`src/rtl/rr_arb_pkg.sv`:
```
// Shared round-robin arbitration types and the rotate/priority-encode helper.
// Reused by every arbiter in the narrow-data mux path.
package rr_arb_pkg;

    localparam int N_REQ = 4;

    typedef logic [1:0] req_idx_t;

    typedef struct packed {
        logic     found;
        req_idx_t idx;
    } pick_t;

    // Lowest set bit of vld at or after ptr, searching upward with wrap.
    function automatic pick_t rr_pick(input logic [N_REQ-1:0] vld, input req_idx_t ptr);
        logic [2*N_REQ-1:0] dbl;
        logic [N_REQ-1:0]   rot;
        pick_t              res;
        dbl       = {vld, vld};
        rot       = dbl[ptr +: N_REQ];
        res.found = |rot;
        res.idx   = ptr;
        for (int k = N_REQ - 1; k >= 0; k--) begin
            if (rot[k]) begin
                res.idx = ptr + req_idx_t'(k);
            end
        end
        return res;
    endfunction

endpackage

```
`src/rtl/rr_pick_4.sv`:
```
// Combinational 4-way round-robin pick: rotate by ptr, priority-encode, un-rotate.
// Outputs the granted index and whether any requester was valid.
module rr_pick_4
    import rr_arb_pkg::*;
(
    input  logic [N_REQ-1:0] vld_i,
    input  req_idx_t         ptr_i,
    output logic             found_o,
    output req_idx_t         idx_o
);

    pick_t pick;

    always_comb begin
        pick    = rr_pick(vld_i, ptr_i);
        found_o = pick.found;
        idx_o   = pick.idx;
    end

endmodule

```
`src/rtl/rr_arb_mux_4.sv`:
```
// Round-robin 4:1 valid/ready arbiter with a single-entry registered output stage.
// Optional per-requester saturating grant counters when RR_ARB_GRANT_CNT_EN is defined.
module rr_arb_mux_4
    import rr_arb_pkg::*;
#(
    parameter int W     = 4,
    parameter int CNT_W = 8
) (
    input  logic               clk,
    input  logic               rst_n,
    input  logic [N_REQ-1:0]   in_vld,
    input  logic [N_REQ*W-1:0] in_data,
    output logic [N_REQ-1:0]   in_rdy,
    output logic               out_vld,
    output logic [W-1:0]       out_data,
    output logic [1:0]         out_sel,
    input  logic               out_rdy
`ifdef RR_ARB_GRANT_CNT_EN
    ,
    output logic [N_REQ*CNT_W-1:0] grant_cnt
`endif
);

    logic           out_vld_q, out_vld_d;
    logic [W-1:0]   out_data_q, out_data_d;
    req_idx_t       out_sel_q, out_sel_d;
    req_idx_t       ptr_q, ptr_d;
    logic           found;
    req_idx_t       grant_idx;
    logic           load;
    logic           xfer;

    rr_pick_4 u_pick (
        .vld_i   (in_vld),
        .ptr_i   (ptr_q),
        .found_o (found),
        .idx_o   (grant_idx)
    );

    // Gating with rst_n keeps in_rdy low while reset is held, even though load is 1 then.
    always_comb begin
        load       = ~out_vld_q | out_rdy;
        xfer       = load & found & rst_n;
        in_rdy     = '0;
        out_vld_d  = out_vld_q;
        out_data_d = out_data_q;
        out_sel_d  = out_sel_q;
        ptr_d      = ptr_q;
        if (xfer) begin
            in_rdy     = N_REQ'(1) << grant_idx;
            out_vld_d  = 1'b1;
            out_data_d = in_data[grant_idx*W +: W];
            out_sel_d  = grant_idx;
            ptr_d      = grant_idx + 2'd1;
        end else if (load) begin
            out_vld_d  = 1'b0;
        end
    end

    always_ff @(posedge clk or negedge rst_n) begin
        if (!rst_n) begin
            out_vld_q  <= 1'b0;
            out_data_q <= '0;
            out_sel_q  <= '0;
            ptr_q      <= '0;
        end else begin
            out_vld_q  <= out_vld_d;
            out_data_q <= out_data_d;
            out_sel_q  <= out_sel_d;
            ptr_q      <= ptr_d;
        end
    end

    assign out_vld  = out_vld_q;
    assign out_data = out_data_q;
    assign out_sel  = out_sel_q;

`ifdef RR_ARB_GRANT_CNT_EN
    logic [N_REQ-1:0][CNT_W-1:0] cnt_q;

    always_ff @(posedge clk or negedge rst_n) begin
        if (!rst_n) begin
            cnt_q <= '0;
        end else begin
            for (int i = 0; i < N_REQ; i++) begin
                if (in_rdy[i] && !(&cnt_q[i])) begin
                    cnt_q[i] <= cnt_q[i] + 1'b1;
                end
            end
        end
    end

    assign grant_cnt = cnt_q;
`else
    // Counter width still participates in parameter sanity when counters are compiled out.
    if (W < 1 || CNT_W < 1) begin : g_bad_param_width
    end
`endif

endmodule
```
`config.mk`:
```
export PLATFORM = sky130hd
export DESIGN_NAME = rr_arb_mux_4
export DESIGN_NICKNAME = d
export VERILOG_FILES = /design/src/rtl/rr_arb_pkg.sv /design/src/rtl/rr_pick_4.sv /design/src/rtl/rr_arb_mux_4.sv
export SDC_FILE = /design/constraint.sdc
export NUM_CORES = 1
export LEC_CHECK = 0
export ABC_AREA = 1
export BUFFER_PORTS_ARGS = -buffer_cell sky130_fd_sc_hd__buf_2
export CORE_MARGIN = 2
export CORE_UTILIZATION = 45
export CTS_BUF_LIST = sky130_fd_sc_hd__clkbuf_4 sky130_fd_sc_hd__clkbuf_8
export CTS_CLUSTER_DIAMETER = 60
export DETAILED_ROUTE_END_ITERATION = 7
export PLACE_DENSITY = 0.81
export SLEW_MARGIN = 20
export SYNTH_ARGS = -nofsm -noshare
export SYNTH_HDL_FRONTEND = slang
export SYNTH_SLANG_ARGS = --single-unit
```
`constraint.sdc`:
```
create_clock -name clk -period 1.5 [get_ports clk]
set_clock_uncertainty 0.05 [all_clocks]
set_input_delay 0.075 -clock clk [delete_from_list [all_inputs] [get_ports clk]]
set_output_delay 0.075 -clock clk [all_outputs]
set_load 0.05 [all_outputs]
```
# Word level (Yosys, flattened, before mapping)
# Cells that the tools add are included.
[totals] ff_bits=9 output_inout_bits=11 wordCells=24
[classes] addsub=4 n_shift=3 mux=7 bitwise=4 reduce_logical=2
[ops] cell="$shiftx 16x5->4" count=1
[ops] cell="$mux 2" count=4
[ops] cell="$shiftx 8x3->4" count=1
[ops] cell="$add 2x1->2 const B" count=2
[ops] cell="$add 2x2->2 const B" count=2
[ops] cell="$mux 4" count=1
[ops] cell="$reduce_or 4->1" count=1
[ops] cell="$shl 1x2->4 const A" count=1
[ops] cell="$and 1x1->1" count=2
[ops] cell="$mux 1" count=2
[ops] cell="$reduce_bool 2->1" count=1
[ops] cell="$not 1->1" count=1
[ops] cell="$or 1x1->1" count=1

# Longest topological paths before layout
# Gate-level depths: netlist (run 1).
[logic_depth] ltp_word=7 depth_mapped=15

# Hierarchy
# A second synthesis (run 1) with hierarchy kept.
[hier_totals] cells_unflattened=144 hier_area_um2=858.3
[modules_own_cells] mod="rr_arb_mux_4" instances=1 cells_per_inst=96 area_each_um2=635.6
[modules_own_cells] mod="rr_pick_4" instances=1 cells_per_inst=48 area_each_um2=222.7

# Worst setup path after synthesis (run 1)
# Ideal clock, no wire load.
[synth_path] path_kind="flip-flop to output port" startpoint="reg ptr_q[0]" endpoint="out in_rdy[3]" arrival_time_ps=1933 required_ps=1375 slack_ps=-558 path_stages_with_launch=12 path_buffers=2 path_cell_list="dfrtp_1 buf_6 inv_6 nand2_2 nand2_1 nor2_4 nor2_8 nand3_4 nand2_4 buf_6 nand2_1 nor2_1"
[synth_between] elab_chain_cells=7
[synth_rtl] element="from (decl)" line_no="rr_arb_mux_4.sv:27" source="req_idx_t ptr_q, ptr_d;"
[synth_rtl] element="from (signal assigned)" line_no="rr_arb_mux_4.sv:70" source="ptr_q <= ptr_d;"
[synth_rtl] element="$add 2x2->2 / $shiftx 8x3->4 (equally long branches)" line_no="rr_arb_pkg.sv:25, rr_arb_pkg.sv:20"
[synth_rtl] element="$mux 2 (4 in series)" line_no="rr_arb_pkg.sv:24" source="if (rot[k]) begin"
[synth_rtl] element="$shl 1x2->4" line_no="rr_arb_mux_4.sv:50" source="in_rdy = N_REQ'(1) << grant_idx;"
[synth_rtl] element="$mux 4 *" line_no="rr_arb_mux_4.sv:49" source="if (xfer) begin"
[synth_rtl] element="to (decl)" line_no="rr_arb_mux_4.sv:13" source="output logic [N_REQ-1:0] in_rdy,"
# Mark *: on every way between the ends. The rest lies on a longest branch, timed or not.

# Final worst setup path (run 1)
[layout_path] startpoint="reg ptr_q[0]" endpoint="out in_rdy[1]"
# The elaborated chain is that of the path after synthesis.

==> impl_metrics.csv, run 1 <==
group,metric,value,unit
yosys,synthTopCellsByCount,"nand2_1 (43), inv_1 (26), nand3_1 (22), dfrtp_1 (9), nor2_1 (8)",
clock_network,numCtsBuffers,3,
yosys,synth-seq-area-share,26.0,%
placement,dp_hpwl,1930,µm
cells_and_area,fill_cells,75,
yosys,synth-async-reset-ratio,100,%
run_status,failed_checks,"setup timing",
setup_path,arrival,2.09,ns
setup_path,crit_fanout,8,
setup_path,crit_chain,"inv_8 > nand2_4 > nand3_4 > nand2_4 > nor2_1 > nand2_1 > nand3_2 > inv_2 > nand3_2 > clkinvlp_4 > buf_8",
yosys,post_synth_num_cell_types,20,
timing,worst_slack,-0.718,ns
setup_path,cp.required,1.37,ns
floorplan,design.core.area,1760,µm²
global_route,antenna_found_initial,0,
timing,timing.final.crit_share,148,%
clock_network,clk_path_buf_depth,2,
timing,hold_viol,0,
worst_hold_path,hold_path.class,"in2reg",
yosys,yosysWarnings,0,
yosys,synthCells,136,
setup_path,crit_path_end_kind,"output port",
route,wl_per_cell,18.7,µm
floorplan,rows,15,
cells_and_area,final_cells,226,
timing,max_freq,0.451,GHz
clock_network,clk_latency,0.28,ns
yosys,synth.net_count,159,
route,drt_iter0_markers,82,
floorplan,initial_utilization,49.1,%
timing,rsz0062_at_grt,"true",
cells_and_area,area_growth,86.6,%
route,post_drt_via_cell_ratio,5.59,
placement,dp_cells,212,
yosys,synth_ff_type,"dfrtp_1",
timing,slew_violations,0,
cells_and_area,multi_input_area,734,µm²
global_route,grt_pass1_wl,4820,µm
yosys,synthesis.area,867,µm²
route,ant_nets,0,
clock_network,htreeDepth,1,
yosys,yosysTopAreaCellShare,26.0,%
floorplan,dieArea,2290,µm²
clock_network,tritoncts,"done",
setup_path,cp_slowest_cell,"dfrtp_2",
global_route,grt_overflow,0,
yosys,syn_area_per_cell,6.38,µm²
yosys,yosys.area.top_type,"dfrtp_1",
floorplan,die_w,47.9,µm
yosys,synth.most_common_cell,"nand2_1",
floorplan,die_h,47.9,µm
route,firstDrtPassIters,5,
yosys,synth_edf_count,0,
timing,worstMarginPinSlew,0.322,ns
clock_network,clock_sinks,9,
global_route,grt_pass1_vias,1089,
cells_and_area,seq_area,228,µm²
setup_path,path_class,"reg2out",
run_status,status,"finished with violations",
cells_and_area,num_antenna_cells,0,
global_route,grt_max_degree,10,
global_route,track_usage,31.2,%
timing,setup_violations,13,
yosys,ys_seq_elements,9,
setup_path,cpPeakStageDelay,0.57,ns
cells_and_area,finalNetCount,225,
setup_path,start_kind,"register",
timing,maxSlewHeadroom,78.5,%
clock_network,root_buffer,"clkbuf_4",
timing,min_period,2.22,ns
timing,hold_ws,0.0382,ns
cells_and_area,drive_gt1_share,61.7,%
route,drcViolationCount,0,
floorplan,io_pins,34,
placement,gp_congestion,0.917,
route,routed_wl,4230,µm
route,num_vias,1264,
flow_run,maxCapViolCount,0,
yosys,synthTopCellsByArea,"dfrtp_1 (26%), nand2_1 (19%), nand3_1 (13%)",
placement,io_buffer_count,33,
clock_network,clk_pin_slew_worst_paths,0.07,ns
-- sequential cells by signal, indices dropped and copies added (netlist names) --
| register | cells |
|---|---|
| out_data | 4 |
| out_sel | 2 |
| out_vld | 1 |
| ptr_q | 2 |
-- what timing repair did --
| item | in CTS | in global routing |
|---|---|---|
| endpoints found under the setup margin | 13 | 13 |
| pin swaps | 5 | 9 |
| gates resized for setup | 26 | 26 |
| gates cloned | 0 | 0 |
| buffers inserted | 5 | 5 |
| hold endpoints to repair | 10 | 0 |
| hold buffers | 2 | 0 |
-- metrics by stage --
stage                     setup slack [ns]  setup TNS (ns)  area, µm²  util (%)
final                               -0.718           -6.53       1620      91.7
after global routing                -0.773           -7.22       1620      91.7
after CTS                           -0.524           -4.16       1480      84.0
after detailed placement            -0.518           -5.00       1320      74.5
after global placement              -0.424           -4.30       1320      74.5
after floorplan                     -0.187           -1.29        978         -
-- cell usage in the layout (no fill, tap or decap), drive strengths merged --
master       instances
o211ai               2
nand3               25
inv                 26
and2                 1
clkinvlp             2
clkbuf               4
nand2               54
dfrtp                9
dlygate4sd3          2
o21ai                2
nor2                10
buf                 62
a21oi                2
-- path summary, 6_finish.rpt --
| path | endpoint | from | depth (start not counted) | slack [ns] |
|---|---|---|---|---|
| min reg2reg | out_data[2] | out_data[2] | 2 | 0.45 |
| max reg2reg | out_data[0] | ptr_q[0] | 13 | -0.55 |
| max in group asynchronous | ptr_q[0] | rst_n | 3 | 0.99 |
| min | out_vld | out_rdy | 4 | 0.04 |
| max | in_rdy[1] | ptr_q[0] | 11 | -0.72 |
| min in group asynchronous | out_vld | rst_n | 3 | 0.25 |
-- layer usage --
layer	global-route usage [%]	vias up	wire length [µm]
li1	-	549	-
met2	57.6	112	2040
met5	0	-	0
met1	33.7	569	1460
met3	4.91	34	411
met4	15.7	0	325
-- kinds of logic (layout without fill, tap and decap cells) --
| logic type | count (synthesis) | after routing | synth area share [%] |
|---|---|---|---|
| flops | 9 | 9 | 26.0 |
| buf+inv | 31 | 96 | 15.9 |
| simple gates | 90 | 90 | 53.7 |
| compound gates | 6 | 6 | 4.47 |
-- critical path, delay by kind of cell (launching register included) --
| family | cells | cell delay [ns] |
|---|---|---|
| buf+inv | 4 | 0.52 |
| simple gates | 7 | 0.72 |
| flops | 1 | 0.57 |
-- final cells by class --
type | instances | share of cell area [%]
clock buffers | 4 | 1.86
inverters | 28 | 7.42
multi-input cells | 96 | 45.4
flip-flops and latches | 9 | 14.1
well taps | 25 | 1.93
repair buffers | 64 | 29.3
Power of run 1 is not shown: default switching activity piles up to over one toggle a cycle in this logic, so the estimate is an artifact.
==> run 2, diff against run 1 <==
--- a/config.mk
+++ b/config.mk
@@ -9,7 +9,7 @@
 export BUFFER_PORTS_ARGS = -buffer_cell sky130_fd_sc_hd__buf_2
 export CORE_MARGIN = 2
 export CORE_UTILIZATION = 45
-export CTS_BUF_LIST = sky130_fd_sc_hd__clkbuf_4 sky130_fd_sc_hd__clkbuf_8
+export CTS_BUF_LIST = sky130_fd_sc_hd__clkbuf_8
 export CTS_CLUSTER_DIAMETER = 60
 export DETAILED_ROUTE_END_ITERATION = 7
 export PLACE_DENSITY = 0.81
==> run 2 against run 1 <==
  * First-iteration DRC count grew 18%
  * Via count grew 1.0%
  * Hold slack better by 0.042 ns
  * Cell count up 0.88%
  * Routed wire length grew 2.8%
  * Worst setup slack gained 0.074 ns
  * The flow still finishes with violations (setup timing)
  * Global-route usage up 4.5 points
  * Utilization stayed put
  * Sequential share of layout area unchanged
==> impl_metrics.csv, run 2 (synthesis gave the netlist of run 1 again) <==
group,metric,value,unit
timing,worstMarginPinSlew,0.280,ns
clock_network,clk_latency,0.25,ns
run_status,status,"finished with violations",
route,routed_wl,4350,µm
timing,maxSlewHeadroom,81.1,%
clock_network,clk_pin_slew_worst_paths,0.06,ns
setup_path,critPathLaunch,"ptr_q[0]",
cells_and_area,largest_reg_flops,4,
setup_path,start_kind,"register",
setup_path,crit_fanout,8,
global_route,grt_use_met2,60.0,%
setup_path,cp.depth,11,
global_route,track_usage,35.6,%
global_route,grt_pass1_vias,1145,
global_route,global_route.usage.met3,7.55,%
clock_network,numCtsBuffers,3,
global_route,antenna_found_initial,0,
setup_path,cp.required,1.37,ns
setup_path,cpPeakStageDelay,0.53,ns
global_route,grt_pass1_wl,5450,µm
setup_path,crit_end,"in_rdy[1]",
timing,min_period,2.14,ns
setup_path,cp_slowest_cell,"dfrtp_2",
cells_and_area,seq_area,228,µm²
clock_network,tritoncts,"done",
global_route,grt.met1_usage,42.9,%
setup_path,reg2reg_from,"ptr_q[0]",
route,wl_per_cell,19.1,µm
cells_and_area,mostFrequentLayoutCells,"nand2_1 (29), buf_2 (29), buf_4 (24)",
clock_network,root_buffer,"clkbuf_8",
placement,io_buffer_count,33,
setup_path,rr_endpoint,"out_data[0]",
timing,timing.final.crit_share,143,%
route,drt_iter0_markers,97,
global_route,grt_max_degree,10,
floorplan,io_pins,34,
cells_and_area,fill_cells,76,
cells_and_area,multi_input_area,699,µm²
cells_and_area,num_antenna_cells,0,
timing,hold_viol,0,
route,drcViolationCount,0,
floorplan,design.core.area,1760,µm²
route,num_vias,1277,
setup_path,path_class,"reg2out",
timing,slew_violations,0,
global_route,grt_overflow,0,
clock_network,htreeDepth,1,
timing,setup_violations,13,
clock_network,clock_sinks,9,
setup_path,arrival,2.02,ns
setup_path,crit_chain,"nand2_2 > nand3_4 > nand2_2 > nand2_2 > nand2_4 > nand2_4 > nand2_4 > buf_4 > nand3_2 > clkinvlp_4 > buf_8",
placement,dp_hpwl,1930,µm
flow_run,maxCapViolCount,0,
route,firstDrtPassIters,5,
cells_and_area,drive_gt1_share,58.1,%
floorplan,initial_utilization,49.1,%
global_route,busiest_layer,"met2",
timing,rsz0062_at_grt,"true",
cells_and_area,finalNetCount,227,
floorplan,dieArea,2290,µm²
timing,max_freq,0.466,GHz
setup_path,crit_path_end_kind,"output port",
placement,gp_congestion,0.917,
route,ant_nets,0,
floorplan,die_w,47.9,µm
timing,tns,-6.10,ns
floorplan,die_h,47.9,µm
cells_and_area,area_growth,86.6,%
setup_path,reg2reg_slack,-0.64,ns
floorplan,rows,15,
clock_network,clk_path_buf_depth,2,
setup_path,cp_top_family,"simple AND/OR/NAND/NOR gates",
setup_path,critPathBufInv,3,
route,post_drt_via_cell_ratio,5.60,
timing,worst_slack,-0.644,ns
run_status,failed_checks,"setup timing",
worst_hold_path,hold_path.class,"in2reg",
setup_path,ff2ff_path_depth,14,
## run 2: cell types whose count changed in the layout (fill, tap and decap cells not counted), moves of 3 or more
cell      change
nand3_1       +5
nand3_2       -6
nand2_4       -4
clkbuf_8      +3
nand2_2       +3
clkbuf_4      -4
## run 2: worst register-to-register path, delay by kind of cell, from the launching register on
| family | cells | cell delay (ns) |
|---|---|---|
| buffers and inverters | 3 | 0.35 |
| flip-flops | 1 | 0.53 |
| AND/OR/NAND/NOR | 11 | 1.07 |
## run 2: worst min-delay path by stage
stage                  endpoint  cells past startpoint       start
CTS                 out_data[0]                      3  in_data[8]
global route            out_vld                      4     out_rdy
detailed placement      out_vld                      2       rst_n
floorplan           out_data[0]                      0       rst_n
finish                  out_vld                      4     out_rdy
global placement        out_vld                      2       rst_n
## run 2: what timing repair did
action | 4_1_cts | 5_1_grt
pin swaps | 6 | 8
setup endpoints to repair | 13 | 13
gates resized for setup | 23 | 20
hold endpoints to repair | 9 | 0
hold buffers | 1 | 0
cloned | 0 | 0
buffers inserted | 8 | 4
## run 2: final cells by class
class,instances,share of cell area (%)
tap,25,1.93
clock buffer,3,2.55
inverter,28,7.42
sequential,9,14.1
clock inverter,1,0.232
timing repair buffer,66,30.5
multi-input combinational,96,43.2
## run 2: through the flow
stage	std cells	instance area (µm²)	utilization [%]	worst slack, ns	hold slack (ns)
finish	228	1620	91.7	-0.644	0.0806
global route	228	1620	91.7	-0.840	0.0914
CTS	225	1510	85.5	-0.478	0.0478
detailed placement	212	1320	74.5	-0.518	-0.0319
global placement	212	1320	74.5	-0.424	-0.0402
floorplan	136	978	-	-0.187	-0.271
## run 2: routing by layer
| metal | share of wire, % | up-vias |
|---|---|---|
| met2 | 48 | 115 |
| met5 | 0 | - |
| li1 | - | 548 |
| met4 | 5.5 | 0 |
| met3 | 10 | 27 |
| met1 | 37 | 587 |
Power of run 2 is left out for the same reason.
==> run 3, diff against run 2 <==
--- a/config.mk
+++ b/config.mk
@@ -7,12 +7,14 @@
 export LEC_CHECK = 0
 export ABC_AREA = 1
 export BUFFER_PORTS_ARGS = -buffer_cell sky130_fd_sc_hd__buf_2
+export CELL_PAD_IN_SITES_DETAIL_PLACEMENT = 0
+export CELL_PAD_IN_SITES_GLOBAL_PLACEMENT = 2
 export CORE_MARGIN = 2
-export CORE_UTILIZATION = 45
+export CORE_UTILIZATION = 22
 export CTS_BUF_LIST = sky130_fd_sc_hd__clkbuf_8
 export CTS_CLUSTER_DIAMETER = 60
 export DETAILED_ROUTE_END_ITERATION = 7
-export PLACE_DENSITY = 0.81
+export PLACE_DENSITY = 0.79
 export SLEW_MARGIN = 20
 export SYNTH_ARGS = -nofsm -noshare
 export SYNTH_HDL_FRONTEND = slang
==> run 3 against run 2 <==
  * The run still ends with setup timing left
  * Design area down 5.6%
  * Largest cell class unchanged
  * Critical path type unchanged
  * Critical path depth stayed put
  * Routed wire length shrank 41%
  * Non-clock buffer count down 8
==> impl_metrics.csv, run 3 (synthesis gave the netlist of run 1 again) <==
group,metric,value,unit
run_status,status,"finished with violations",
run_status,failed_checks,"setup timing",
cells_and_area,fin_util,41.1,%
timing,worst_slack,-0.468,ns
setup_path,path_class,"reg2out",
setup_path,start_kind,"register",
setup_path,rr_endpoint,"out_data[0]",
global_route,grt_pass1_wl,4460,µm
cells_and_area,final_area,1530,µm²
setup_path,crit_fanout,7,
floorplan,dieArea,4460,µm²
route,num_vias,1024,
route,ant_nets,0,
timing,maxSlewHeadroom,83.3,%
placement,gp_congestion,0.769,
cells_and_area,finalNetCount,219,
worst_hold_path,min_from,"out_rdy",
global_route,antenna_found_initial,0,
route,drt_iter0_markers,33,
timing,setup_violations,13,
worst_hold_path,hold_path_end,"out_vld",
timing,worstMarginPinSlew,0.253,ns
global_route,grt_pass1_vias,1009,
global_route,track_usage,13.0,%
clock_network,root_buffer,"clkbuf_8",
timing,slew_violations,0,
pwr,power_density,2750,nW/µm²
route,wl_per_cell,10.6,µm
clock_network,htreeDepth,1,
cells_and_area,num_antenna_cells,0,
clock_network,numCtsBuffers,3,
timing,hold_viol,0,
route,drcViolationCount,0,
pwr,p_total,4.20,mW
cells_and_area,layout_commonest_cell,"nand2_1",
timing,min_period,1.97,ns
pwr,leakage,0.854,nW
cells_and_area,area_growth,76.2,%
placement,io_buffer_count,33,
global_route,grt_overflow,0,
cells_and_area,drive_gt1_share,58.5,%
route,firstDrtPassIters,4,
setup_path,arrival,1.84,ns
route,post_drt_via_cell_ratio,4.21,
global_route,grt_max_degree,10,
timing,hold_ws,0.0649,ns
worst_hold_path,hold_path.class,"in2reg",
setup_path,cp.required,1.37,ns
timing,timing.final.crit_share,131,%
worst_hold_path,min_path_cells,4,
floorplan,initial_utilization,23.3,%
placement,placed_area,1350,µm²
floorplan,die_w,66.8,µm
route,routed_wl,2580,µm
cells_and_area,final_cells,243,
clock_network,clk_path_buf_depth,2,
flow_run,maxCapViolCount,0,
placement,dp_hpwl,2130,µm
setup_path,crit_path_end_kind,"output port",
floorplan,design.core.area,3720,µm²
floorplan,io_pins,34,
placement,dp_cells,236,
cells_and_area,largest_reg_flops,4,
setup_path,reg2reg_slack,-0.32,ns
floorplan,rows,22,
cells_and_area,mostFrequentLayoutCells,"nand2_1 (30), buf_2 (29), inv_1 (21)",
timing,max_freq,0.508,GHz
timing,rsz0062_at_grt,"true",
setup_path,reg2reg_from,"ptr_q[0]",
clock_network,clk_latency,0.24,ns
clock_network,clock_sinks,9,
clock_network,tritoncts,"done",
clock_network,clk_pin_slew_worst_paths,0.05,ns
setup_path,ff2ff_path_depth,13,
pwr,vdd_drop_max,932,µV
floorplan,die_h,66.8,µm
==> run 3: changes by cell type in the layout (fill, tap and decap cells not counted), sizes merged <==
cell	delta
buf	-8
==> run 3: per-layer routing <==
layer	vias to the layer above	global-route usage, %	share of wire [%]
met5	-	0	0
met4	0	3.06	0
met3	0	0.676	3.9
met2	26	21.0	48
met1	465	18.8	48
li1	533	-	-
==> run 3: worst max-delay path, cell delays in order, from the launching register on <==
cell	delay (ns)
dfrtp_2	0.49
nand2_2	0.14
nand3_4	0.09
nand2_4	0.10
nor2_1	0.04
nand2_1	0.09
nand3_2	0.10
buf_6	0.14
nor2_4	0.12
nand2_4	0.07
clkinvlp_4	0.07
buf_8	0.13
==> run 3: report_power, final <==
group          switching (mW)  total, mW  leakage, nW  internal (mW)
Clock                   0.104      0.283       0.0269          0.179
Sequential              0.107      0.473        0.108          0.365
Combinational            2.03       3.44        0.719           1.41
==> run 3: worst max path at each step <==
stage                     startpoint        end  slack, ns  cells past startpoint
after detailed placement    ptr_q[0]  in_rdy[2]      -0.47                     12
after floorplan             ptr_q[0]  in_rdy[3]      -0.19                     11
final                       ptr_q[0]  in_rdy[2]      -0.47                     11
after global placement      ptr_q[0]  in_rdy[2]      -0.46                     12
after global routing        ptr_q[0]  in_rdy[2]      -0.56                     12
after CTS                   ptr_q[0]  in_rdy[2]      -0.47                     13
==> run 3: per-stage QoR <==
stage | worst slack [ns] | setup TNS, ns
after global placement | -0.458 | -4.22
after CTS | -0.468 | -3.59
after detailed placement | -0.472 | -4.47
after floorplan | -0.187 | -1.29
after global routing | -0.561 | -4.72
final | -0.468 | -3.34
==> run 3: cell type report <==
type	instances	area (µm²)
Tap cell	48	60.1
Timing Repair Buffer	58	423
Sequential cell	9	228
Multi-Input combinational cell	96	652
Clock inverter	1	3.75
Clock buffer	3	41.3
Fill cell	397	2190
Inverter	28	120
==> run 3: timing repair <==
item	4_1_cts	5_1_grt
hold endpoints to repair	9	0
setup buffers	2	1
hold buffers	1	0
resized for setup	32	5
gates cloned	0	0
endpoints found under the setup margin	13	13
pin swaps	10	6
(Power assumes the default switching activity.)
